## src/rtl/band_sum_sequencer.sv

```systemverilog
// band_sum_sequencer: collects one signed sample per equalizer band through
// independent valid/ready handshakes. It then sums them one band per cycle
// through a single shared sign-extending adder, and presents the frame sum
// downstream over a valid/ready handshake. Bands may be muted by a mask that
// is snapshotted when collection completes.
module band_sum_sequencer #(
    parameter int NBANDS = 8,
    parameter int DATA_W = 16,
    parameter int ACC_W  = 32
) (
    input  logic                     clk,
    input  logic                     rst,
    input  logic [NBANDS-1:0]        band_valid,
    input  logic [NBANDS*DATA_W-1:0] band_data,
    output logic [NBANDS-1:0]        band_ready,
    input  logic [NBANDS-1:0]        band_mask,
    output logic [ACC_W-1:0]         sum_data,
    output logic                     sum_valid,
    input  logic                     sum_ready,
    output logic                     busy
);

    localparam int IDX_W = (NBANDS > 1) ? $clog2(NBANDS) : 1;

    typedef enum logic [1:0] {
        ST_COLLECT = 2'd0,
        ST_ACCUM   = 2'd1,
        ST_OUTPUT  = 2'd2
    } state_t;

    // Replicate the sample MSB into the upper accumulator bits.
    function automatic logic [ACC_W-1:0] sext(input logic [DATA_W-1:0] s);
        return {{(ACC_W-DATA_W){s[DATA_W-1]}}, s};
    endfunction

    state_t              state_r;
    state_t              state_s;
    logic [NBANDS-1:0]   pending_r;
    logic [NBANDS-1:0]   pending_s;
    logic [NBANDS-1:0]   capture_s;
    logic [DATA_W-1:0]   samples_r [NBANDS];
    logic [NBANDS-1:0]   mask_snap_r;
    logic                start_s;
    logic                finish_s;
    logic [IDX_W-1:0]    idx_r;
    logic [IDX_W-1:0]    idx_s;
    logic [ACC_W-1:0]    acc_r;
    logic [ACC_W-1:0]    acc_s;
    logic [ACC_W-1:0]    addend_s;
    logic [DATA_W-1:0]   sample_s;
    logic [NBANDS-1:0]   band_ready_r;
    logic                sum_valid_r;
    logic [ACC_W-1:0]    sum_data_r;
    logic                busy_r;

    assign band_ready = band_ready_r;
    assign sum_valid  = sum_valid_r;
    assign sum_data   = sum_data_r;
    assign busy       = busy_r;

    // Select the addend for the band currently being accumulated; muted bands add zero.
    always_comb begin
        sample_s = samples_r[idx_r];
        if (mask_snap_r[idx_r]) begin
            addend_s = sext(sample_s);
        end else begin
            addend_s = {ACC_W{1'b0}};
        end
    end

    // Next-state logic: capture in COLLECT, one add per cycle in ACCUM, hold in OUTPUT.
    always_comb begin
        state_s   = state_r;
        pending_s = pending_r;
        capture_s = {NBANDS{1'b0}};
        acc_s     = acc_r;
        idx_s     = idx_r;
        start_s   = 1'b0;
        finish_s  = 1'b0;
        case (state_r)
            ST_COLLECT: begin
                capture_s = band_valid & band_ready_r;
                pending_s = pending_r | capture_s;
                // Muted bands count as done so an all-muted frame starts at once.
                if (&(pending_r | ~band_mask)) begin
                    state_s = ST_ACCUM;
                    start_s = 1'b1;
                    acc_s   = {ACC_W{1'b0}};
                    idx_s   = {IDX_W{1'b0}};
                end else begin
                    state_s = ST_COLLECT;
                end
            end
            ST_ACCUM: begin
                acc_s = acc_r + addend_s;
                idx_s = idx_r + IDX_W'(1);
                if (idx_r == IDX_W'(NBANDS-1)) begin
                    state_s  = ST_OUTPUT;
                    finish_s = 1'b1;
                end else begin
                    state_s = ST_ACCUM;
                end
            end
            ST_OUTPUT: begin
                if (sum_ready) begin
                    state_s   = ST_COLLECT;
                    pending_s = {NBANDS{1'b0}};
                end else begin
                    state_s = ST_OUTPUT;
                end
            end
            default: begin
                state_s   = ST_COLLECT;
                pending_s = {NBANDS{1'b0}};
            end
        endcase
    end

    // State, pending flags, index and accumulator registers.
    always_ff @(posedge clk or posedge rst) begin
        if (rst) begin
            state_r   <= ST_COLLECT;
            pending_r <= {NBANDS{1'b0}};
            idx_r     <= {IDX_W{1'b0}};
            acc_r     <= {ACC_W{1'b0}};
        end else begin
            state_r   <= state_s;
            pending_r <= pending_s;
            idx_r     <= idx_s;
            acc_r     <= acc_s;
        end
    end

    // Sample capture storage and the mask snapshot taken when collection completes.
    always_ff @(posedge clk or posedge rst) begin
        if (rst) begin
            for (int i = 0; i < NBANDS; i++) begin
                samples_r[i] <= {DATA_W{1'b0}};
            end
            mask_snap_r <= {NBANDS{1'b0}};
        end else begin
            for (int i = 0; i < NBANDS; i++) begin
                if (capture_s[i]) begin
                    samples_r[i] <= band_data[i*DATA_W +: DATA_W];
                end
            end
            if (start_s) begin
                mask_snap_r <= band_mask;
            end
        end
    end

    // Registered outputs, decoded from the upcoming state so they line up with it.
    always_ff @(posedge clk or posedge rst) begin
        if (rst) begin
            band_ready_r <= {NBANDS{1'b0}};
            sum_valid_r  <= 1'b0;
            sum_data_r   <= {ACC_W{1'b0}};
            busy_r       <= 1'b0;
        end else begin
            band_ready_r <= (state_s == ST_COLLECT) ? ~pending_s : {NBANDS{1'b0}};
            sum_valid_r  <= (state_s == ST_OUTPUT);
            busy_r       <= (state_s != ST_COLLECT);
            if (finish_s) begin
                sum_data_r <= acc_s;
            end
        end
    end

endmodule

```

## config.mk

```make
export PLATFORM = sky130hd
export DESIGN_NAME = band_sum_sequencer
export DESIGN_NICKNAME = d
export VERILOG_FILES = /design/src/rtl/band_sum_sequencer.sv
export SDC_FILE = /design/constraint.sdc
export NUM_CORES = 1
export LEC_CHECK = 0
export CORE_MARGIN = 1.5
export CORE_UTILIZATION = 54
export DETAILED_ROUTE_END_ITERATION = 6
export PLACE_DENSITY_LB_ADDON = 0.3
export SLEW_MARGIN = 20
export SYNTH_ARGS = -nofsm -noshare
export SYNTH_HDL_FRONTEND = slang
export SYNTH_SLANG_ARGS = --single-unit
```

## constraint.sdc

```tcl
create_clock -name clk -period 11.6 [get_ports clk]
set_input_delay 3.48 -clock clk [delete_from_list [all_inputs] [get_ports clk]]
set_output_delay 3.48 -clock clk [all_outputs]
set_load 0.02 [all_outputs]
```

# Yosys cells after proc, flatten, opt, wreduce, memory -nomap -nowiden
# Index checks and enable logic that the tools add are counted.
# W data, S select, Z words.
# op_classes
n_addsub,2
n_mul,0
div,0
magnitude_cmp,2
eq_ne,5
shift,0
mux,22
bitwise,6
reduce_logical,6
# op_table
operator,n
$mux W32,2
$pmux W32 S2,1
$bmux W16 S3,1
$add A32 B32 Y32,1
$mux W16,2
$mux W8,3
$pmux W8 S3,1
$not A8 Y8,2
$or A8 B8 Y8,2
$and A8 B8 Y8,1
$reduce_and A8 Y1,1
$mux W1,6
$pmux W2 S3,1
$pmux W3 S2,1
$eq A2 B2 Y1 const B,2
$ge A4 B4 Y1 const B,1
$logic_not A2 Y1,2
$lt A3 B4 Y1 const B,1
$mux W2,2
$not A3 Y4,1
$reduce_bool A2 Y1,2
$add A3 B1 Y3 const B,1
$bmux W1 S3,1
$eq A3 B3 Y1 const B,1
other kinds (4),4
# word_totals
ff_bits,223
latchBits,0
ramBits,0
mem_bits_ro,0
output_inout_bits,42
word_cells,60
mem_count,0

# Longest topological paths before layout
# Gate-level depths: netlist of the first run.
# depth
ltp_word,7
depth_mapped,16
ltp_nobuf,13

# Worst setup path before layout of the first run
# OpenSTA, ideal clock, no wires.
# synth_path
path_type,input to register
start,in band_mask[3]
end,reg acc_r[17]
setup_ns,0.121
arrival_ns,4.901
required_ns,11.479
path_slack_ns,6.578
path_stages,7
n_path_buf,2
path_cell_list,inv_1 o22ai_1 nor4_1 o21bai_1 clkbuf_1 buf_1 a22o_1
# synth_between
elab_chain_len,5
# synth_lines
item,line,source
"start, declared",16,"input logic [NBANDS-1:0] band_mask,"
$not A8 Y8,85,if (&(pending_r | ~band_mask)) begin
$or A8 B8 Y8,85,
$reduce_and A8 Y1,85,
$mux W32,85,
$pmux W32 S2,80,case (state_r)
via acc_s[17],48,logic [ACC_W-1:0] acc_s;
"end signal, assigned",125,acc_r <= {ACC_W{1'b0}};
"end signal, assigned",130,acc_r <= acc_s;
"end, declared",47,logic [ACC_W-1:0] acc_r;
# The timed path passes the listed nets, and every way through them passes these cells.
# A chain may end at the register's enable or synchronous reset.

# Worst setup path in the final report of the first run
# layout_path
start,in band_mask[5]
end,reg sum_data_r[16] (netlist: sum_data[16])
# layout_between
elab_chain_len,5
# layout_lines
item,line,source
$not A8 Y8,85,
$or A8 B8 Y8,85,
$reduce_and A8 Y1,85,
$mux W32,85,
$pmux W32 S2,80,
via acc_s[16],48,
"end signal, assigned",158,sum_data_r <= {ACC_W{1'b0}};
"end signal, assigned",165,sum_data_r <= acc_s;
"end, declared",53,logic [ACC_W-1:0] sum_data_r;
# The timed path passes the listed nets, and every way through them passes these cells.

==> out/metrics.yaml, run 1 <==
clockPowerShare: 0.177
swShare: 0.382
crit_fanout: 36
holdBufCountCts: 0
finalClockSkew_ns: 0.0200
post-route-util: 0.692
slew_headroom: 0.299
postSynthCellCount: 902
die_w_um: 147
r2r_end: "acc_r[25]$_DFF_PP0_"
io_buffers: 188
sequentialPowerShare: 0.322
max_slew.worst_pin.slew_ns: 1.05
multi_input_area_um2: 5350
initial_utilization: 0.552
track_usage: 0.259
areaGrowthSynthToFinish_pct: 25.3
fmax_mhz: 189
io_pins: 189
h-tree-depth: 1
p_per_area_nw_per_um2: 300
synth_edf_count: 0
hold_viol: 0
tritoncts: "built"
cp_cell_sequence: "clkdlybuf4s50_1 > inv_1 > o22ai_1 > nor4_1 > o21bai_2 > buf_4 > a221o_1 > mux2_2"
grt_pass1_wl_um: 44000
netlist_top_cells_area: "dfrtp_1 (50%), mux2_2 (15%), mux4_2 (6.8%)"
antenna_found_initial: 2
yosysMostFrequentCell: "dfrtp_1"
antenna_left: 0
clkLatencyLatePin_ns: 0.54
via_per_inst: 5.82
synth_common_cells: "dfrtp_1 (223), mux2_2 (147), nand2_1 (65)"
synth_nets: 1083
fin_crit_sh: 0.456
cts_setup_buffers: 0
drive_above_1_share: 0.233
syn_area_per_cell_um2: 12.4
fin_nets: 1252
rsz0062_at_grt: "false"
dieArea_um2: 21600
synth_ff_type: "dfrtp_1"
setup_violations: 0
crit_buf_inv: 3
whs_endpoint: "sum_data[27]$_DFFE_PP0P_"
wl_per_cell_um: 20.0
fin_tns_setup_ns: 0
rrSetupSlack_ns: 6.92
power_mw: 4.22
p_leak_nw: 6.17
n_antenna_cell: 0
gr-total-overflow: 0
core.rowCount: 52
slowest_stage: "nor4_1"
drt-pass1-iter-count: 7
cts_made_buffers: 24
yosysTopAreaCell: "dfrtp_1"
ys_ff_latch: 223
r2r_start: "idx_r[0]$_DFFE_PP0P_"
die_y_um: 147
hpwl_um: 19200
grt_max_degree: 100
clk_pin_slew_ns: 0.06
max_cap_viol_count: 0
root_buffer: "clkbuf_16"
arrival_ns: 5.69
first_global_vias: 8222
drv_slew: 0
netlist_area_um2: 11200
routed_wl_um: 27200
yosysTopAreaCellShare: 0.498
criticalPathCategory: "in -> reg"
reg2reg_depth: 13
clock_path_buffers: 3
holdCritStartpoint: "sum_data[27]$_DFFE_PP0P_"
period_needed_ns: 5.28
drc: 0
critPathLaunchType: "input pin"
status: "completed"
drt_iter0_markers: 263
coreArea_um2: 20300
hold-path-cell-count: 2
numClockSinks: 223
min_path_type: "reg -> reg"
vias: 7886
yosysWarningCount: 0
gp_congestion: 0.857
critPathMaxStageDelay_ns: 0.57
cp.required_ns: 12.00
cp_top_family: "buffers and inverters"
max-vdd-ir-drop_v: 0.000174
yosys.cell_types.count: 70
cts_resized: 0
p_sw_mw: 1.61
seq_area_um2: 5580
ys_async_sr_fraction: 1.00
worstSetupEndpointType: "register"
seq_area_frac_synth: 0.498
power_frac_comb: 0.501
internal-power_mw: 2.61
final.fill_count: 1497
-- worst max-delay path by stage --
stage / startpoint / end / slack [ns] / depth (start not counted)
after floorplan: rst / acc_r[0]$_DFF_PP0_ / 2.01 / 1
after global placement: band_mask[3] / sum_data[16]$_DFFE_PP0P_ / 5.87 / 8
after detailed placement: band_mask[5] / sum_data[16]$_DFFE_PP0P_ / 5.83 / 8
after CTS: band_mask[5] / sum_data[16]$_DFFE_PP0P_ / 6.37 / 8
after global routing: band_mask[3] / sum_data[16]$_DFFE_PP0P_ / 6.17 / 8
final: band_mask[5] / sum_data[16]$_DFFE_PP0P_ / 6.32 / 8
-- final cells by class --
type,instances,share of cell area
tap,270,0.0240
sequential,223,0.397
timing repair buffer,195,0.138
clock buffer,34,0.0490
inverter,16,0.00481
multi-input combinational,611,0.381
clock inverter,7,0.00606
-- power by group through the flow --
stage               registers, mW  clock network (mW)  logic [mW]
floorplan                    1.37                   0        1.52
global placement             1.35                   0        2.06
detailed placement           1.37                   0        2.11
CTS                          1.36               0.757        2.12
global route                 1.40               0.792        2.31
finish                       1.36               0.745        2.11
-- per-stage QoR --
stage	hold slack (ns)	setup WS, ns	instances	cell area (um^2)
after global placement	0.458	5.87	1315	13300
after floorplan	0.445	2.01	902	11200
final	0.479	6.32	1356	14000
after global routing	0.513	6.17	1356	14000
after detailed placement	0.472	5.83	1315	13300
after CTS	0.485	6.37	1356	14000
-- tightest hold or removal path: cells and delay by family (launching register included) --
family             cells  cell delay (ns)
AOI/OAI and AO/OA      1             0.05
DFF                    1             0.34
and+or+nand+nor        1             0.05
-- routing by layer --
layer,vias to the layer above,part of all wire,track usage,routed length (um)
met4,4,0.025,0.0740,682
met5,-,0.00088,0,24
met1,3941,0.41,0.332,11200
met2,228,0.50,0.436,13500
met3,51,0.066,0.0658,1800
li1,3662,-,-,-
-- flip-flops by register name, summed over array words and instances (netlist names) --
register	cells
busy	1
samples_r	128
acc_r	32
pending_r	8
idx_r	3
sum_valid	1
mask_snap_r	8
band_ready	8
sum_data	32
state_r	2
-- cell usage in the layout, fill, tap and decap left out, types with 18 or more instances in the layout --
cell,Yosys,layout
dfrtp_1,223,221
clkdlybuf4s50_1,0,188
mux2_2,147,147
nand2_1,65,65
nor2_1,47,47
mux4_2,34,34
ha_1,33,33
o21ai_0,32,32
a21oi_1,30,30
clkbuf_16,0,24
xnor2_1,18,18
-- kinds of logic after synthesis --
logic type	synth area share
xor gates and xnor gates	0.0164
and+or+nand+nor	0.0795
DFF	0.498
AOI/OAI and AO/OA	0.110
buffers and inverters	0.0254
muxes	0.232
adders and majority gates	0.0386
Power figures use the tool's default switching activity.
==> run 2, diff against run 1 <==
--- a/config.mk
+++ b/config.mk
@@ -6,7 +6,7 @@
 export NUM_CORES = 1
 export LEC_CHECK = 0
 export CORE_MARGIN = 1.5
-export CORE_UTILIZATION = 54
+export CORE_UTILIZATION = 49
 export DETAILED_ROUTE_END_ITERATION = 6
 export PLACE_DENSITY_LB_ADDON = 0.3
 export SLEW_MARGIN = 20
==> constraint.sdc (replaced) <==
create_clock -name clk -period 4.7 [get_ports clk]
set_input_delay 1.41 -clock clk [delete_from_list [all_inputs] [get_ports clk]]
set_output_delay 1.41 -clock clk [all_outputs]
set_load 0.02 [all_outputs]
==> out/metrics.yaml, run 2 (same netlist as run 1, synthesis figures left out) <==
coreArea_um2: 22600
cp_top_family: "compound AO/OA/AOI/OAI gates"
reg2reg_depth: 13
max_cap_viol_count: 0
fmax_mhz: 235
antenna_left: 0
rsz0062_at_grt: "false"
gp_congestion: 0.911
root_buffer: "clkbuf_16"
drv_slew: 0
io_buffers: 188
crit_cells: 13
worst_slack_ns: 0.440
status: "completed"
rrSetupSlack_ns: 0.44
cts_resized: 0
clock_path_buffers: 3
wl_per_cell_um: 20.2
pre_cts_slack_ns: 0.466
die_w_um: 154
drc: 0
cp.required_ns: 5.11
drive_above_1_share: 0.239
cts_setup_buffers: 0
clkLatencyLatePin_ns: 0.54
numClockSinks: 223
period_needed_ns: 4.26
tritoncts: "built"
fin_tns_setup_ns: 0
gr-total-overflow: 0
antenna_found_initial: 4
drt_iter0_markers: 432
track_usage: 0.240
fin_nets: 1258
largest_reg_flops: 128
areaGrowthSynthToFinish_pct: 26.9
core.rowCount: 55
io_pins: 189
final_common_cell: "dfrtp_1"
crit_path_end: "acc_r[20]$_DFF_PP0_"
slew_headroom: 0.280
finalClockSkew_ns: 0.0207
critPathLaunchType: "register"
hold_viol: 0
cp_cell_sequence: "mux4_2 > mux2i_4 > nor2_1 > ha_1 > fa_1 > a21oi_2 > nor2_2 > nor3_4 > o41ai_2 > o2111a_2 > o21a_1 > or3_1 > a32o_1"
clk_pin_slew_ns: 0.06
max-vdd-ir-drop_v: 0.000306
via_per_inst: 5.79
critPathMaxStageDelay_ns: 0.74
r2r_start: "idx_r[0]$_DFFE_PP0P_"
regMostFlops: "samples_r"
post-route-util: 0.630
drt-pass1-iter-count: 7
first_global_vias: 8157
h-tree-depth: 1
min_path_type: "reg -> reg"
crit_fanout: 18
setup.worst_path.start: "idx_r[0]$_DFFE_PP0P_"
routed_wl_um: 28000
grt_max_degree: 55
setup_violations: 0
grt_pass1_wl_um: 44600
crit_buf_inv: 0
arrival_ns: 4.67
fin_crit_sh: 0.906
p_leak_nw: 6.24
die_y_um: 154
vias: 8005
max_slew.worst_pin.slew_ns: 1.08
r2r_end: "acc_r[20]$_DFF_PP0_"
initial_utilization: 0.497
cts_made_buffers: 24
criticalPathCategory: "reg -> reg"
p_per_area_nw_per_um2: 746
slowest_stage: "dfrtp_2"
holdBufCountCts: 0
layout_common_cells: "dfrtp_1 (221), clkdlybuf4s50_1 (188), mux2_2 (147)"
hpwl_um: 20100
dieArea_um2: 23800
worstSetupEndpointType: "register"
==> run 2: how the worst min path moves through the flow <==
stage	startpoint	end	slack [ns]	cells after the start
after CTS	mask_snap_r[7]$_DFFE_PP0P_	mask_snap_r[7]$_DFFE_PP0P_	0.48	2
after floorplan	mask_snap_r[4]$_DFFE_PP0P_	mask_snap_r[4]$_DFFE_PP0P_	0.44	2
after detailed placement	sum_data[13]$_DFFE_PP0P_	sum_data[13]$_DFFE_PP0P_	0.47	2
after global placement	sum_data[5]$_DFFE_PP0P_	sum_data[5]$_DFFE_PP0P_	0.46	2
after global routing	sum_data[23]$_DFFE_PP0P_	sum_data[23]$_DFFE_PP0P_	0.50	2
final	sum_data[23]$_DFFE_PP0P_	sum_data[23]$_DFFE_PP0P_	0.48	2
==> run 2: stage by stage <==
step	hold WS, ns	instances	area, um^2	power, mW
2_1_floorplan	0.445	902	11200	7.14
3_3_place_gp	0.459	1336	13400	8.48
3_5_place_dp	0.467	1336	13400	8.66
4_1_cts	0.481	1380	14200	10.6
5_1_grt	0.501	1380	14200	11.3
6_report	0.476	1382	14200	10.6
==> run 2: power by group <==
group / internal (mW) / leakage [nW] / switching, mW
clock network: 1.17 / 0.411 / 0.789
registers: 2.85 / 2.76 / 0.622
logic: 2.54 / 3.07 / 2.65
total: 6.56 / 6.24 / 4.06
==> run 2: tightest hold or removal path, cell delays in order (launching register included) <==
cell and delay [ns]:
dfrtp_1 0.34, nand2_1 0.05, nand2_1 0.05
==> run 2: layout make-up <==
class / count / area, um^2
antenna: 2 / 5.00
clock buffer: 36 / 716
clock inverter: 8 / 115
fill: 1768 / 8340
inverter: 16 / 63.8
multi-input combinational: 611 / 5360
sequential: 223 / 5580
tap: 285 / 357
timing repair buffer: 201 / 2030
==> run 2: routing by layer <==
metal  track usage  vias up  share of wire
li1              -     3668              -
met1         0.321     4030           0.43
met2         0.398      251           0.48
met3        0.0502       52          0.059
met4        0.0705        4          0.028
met5             0        -        0.00086
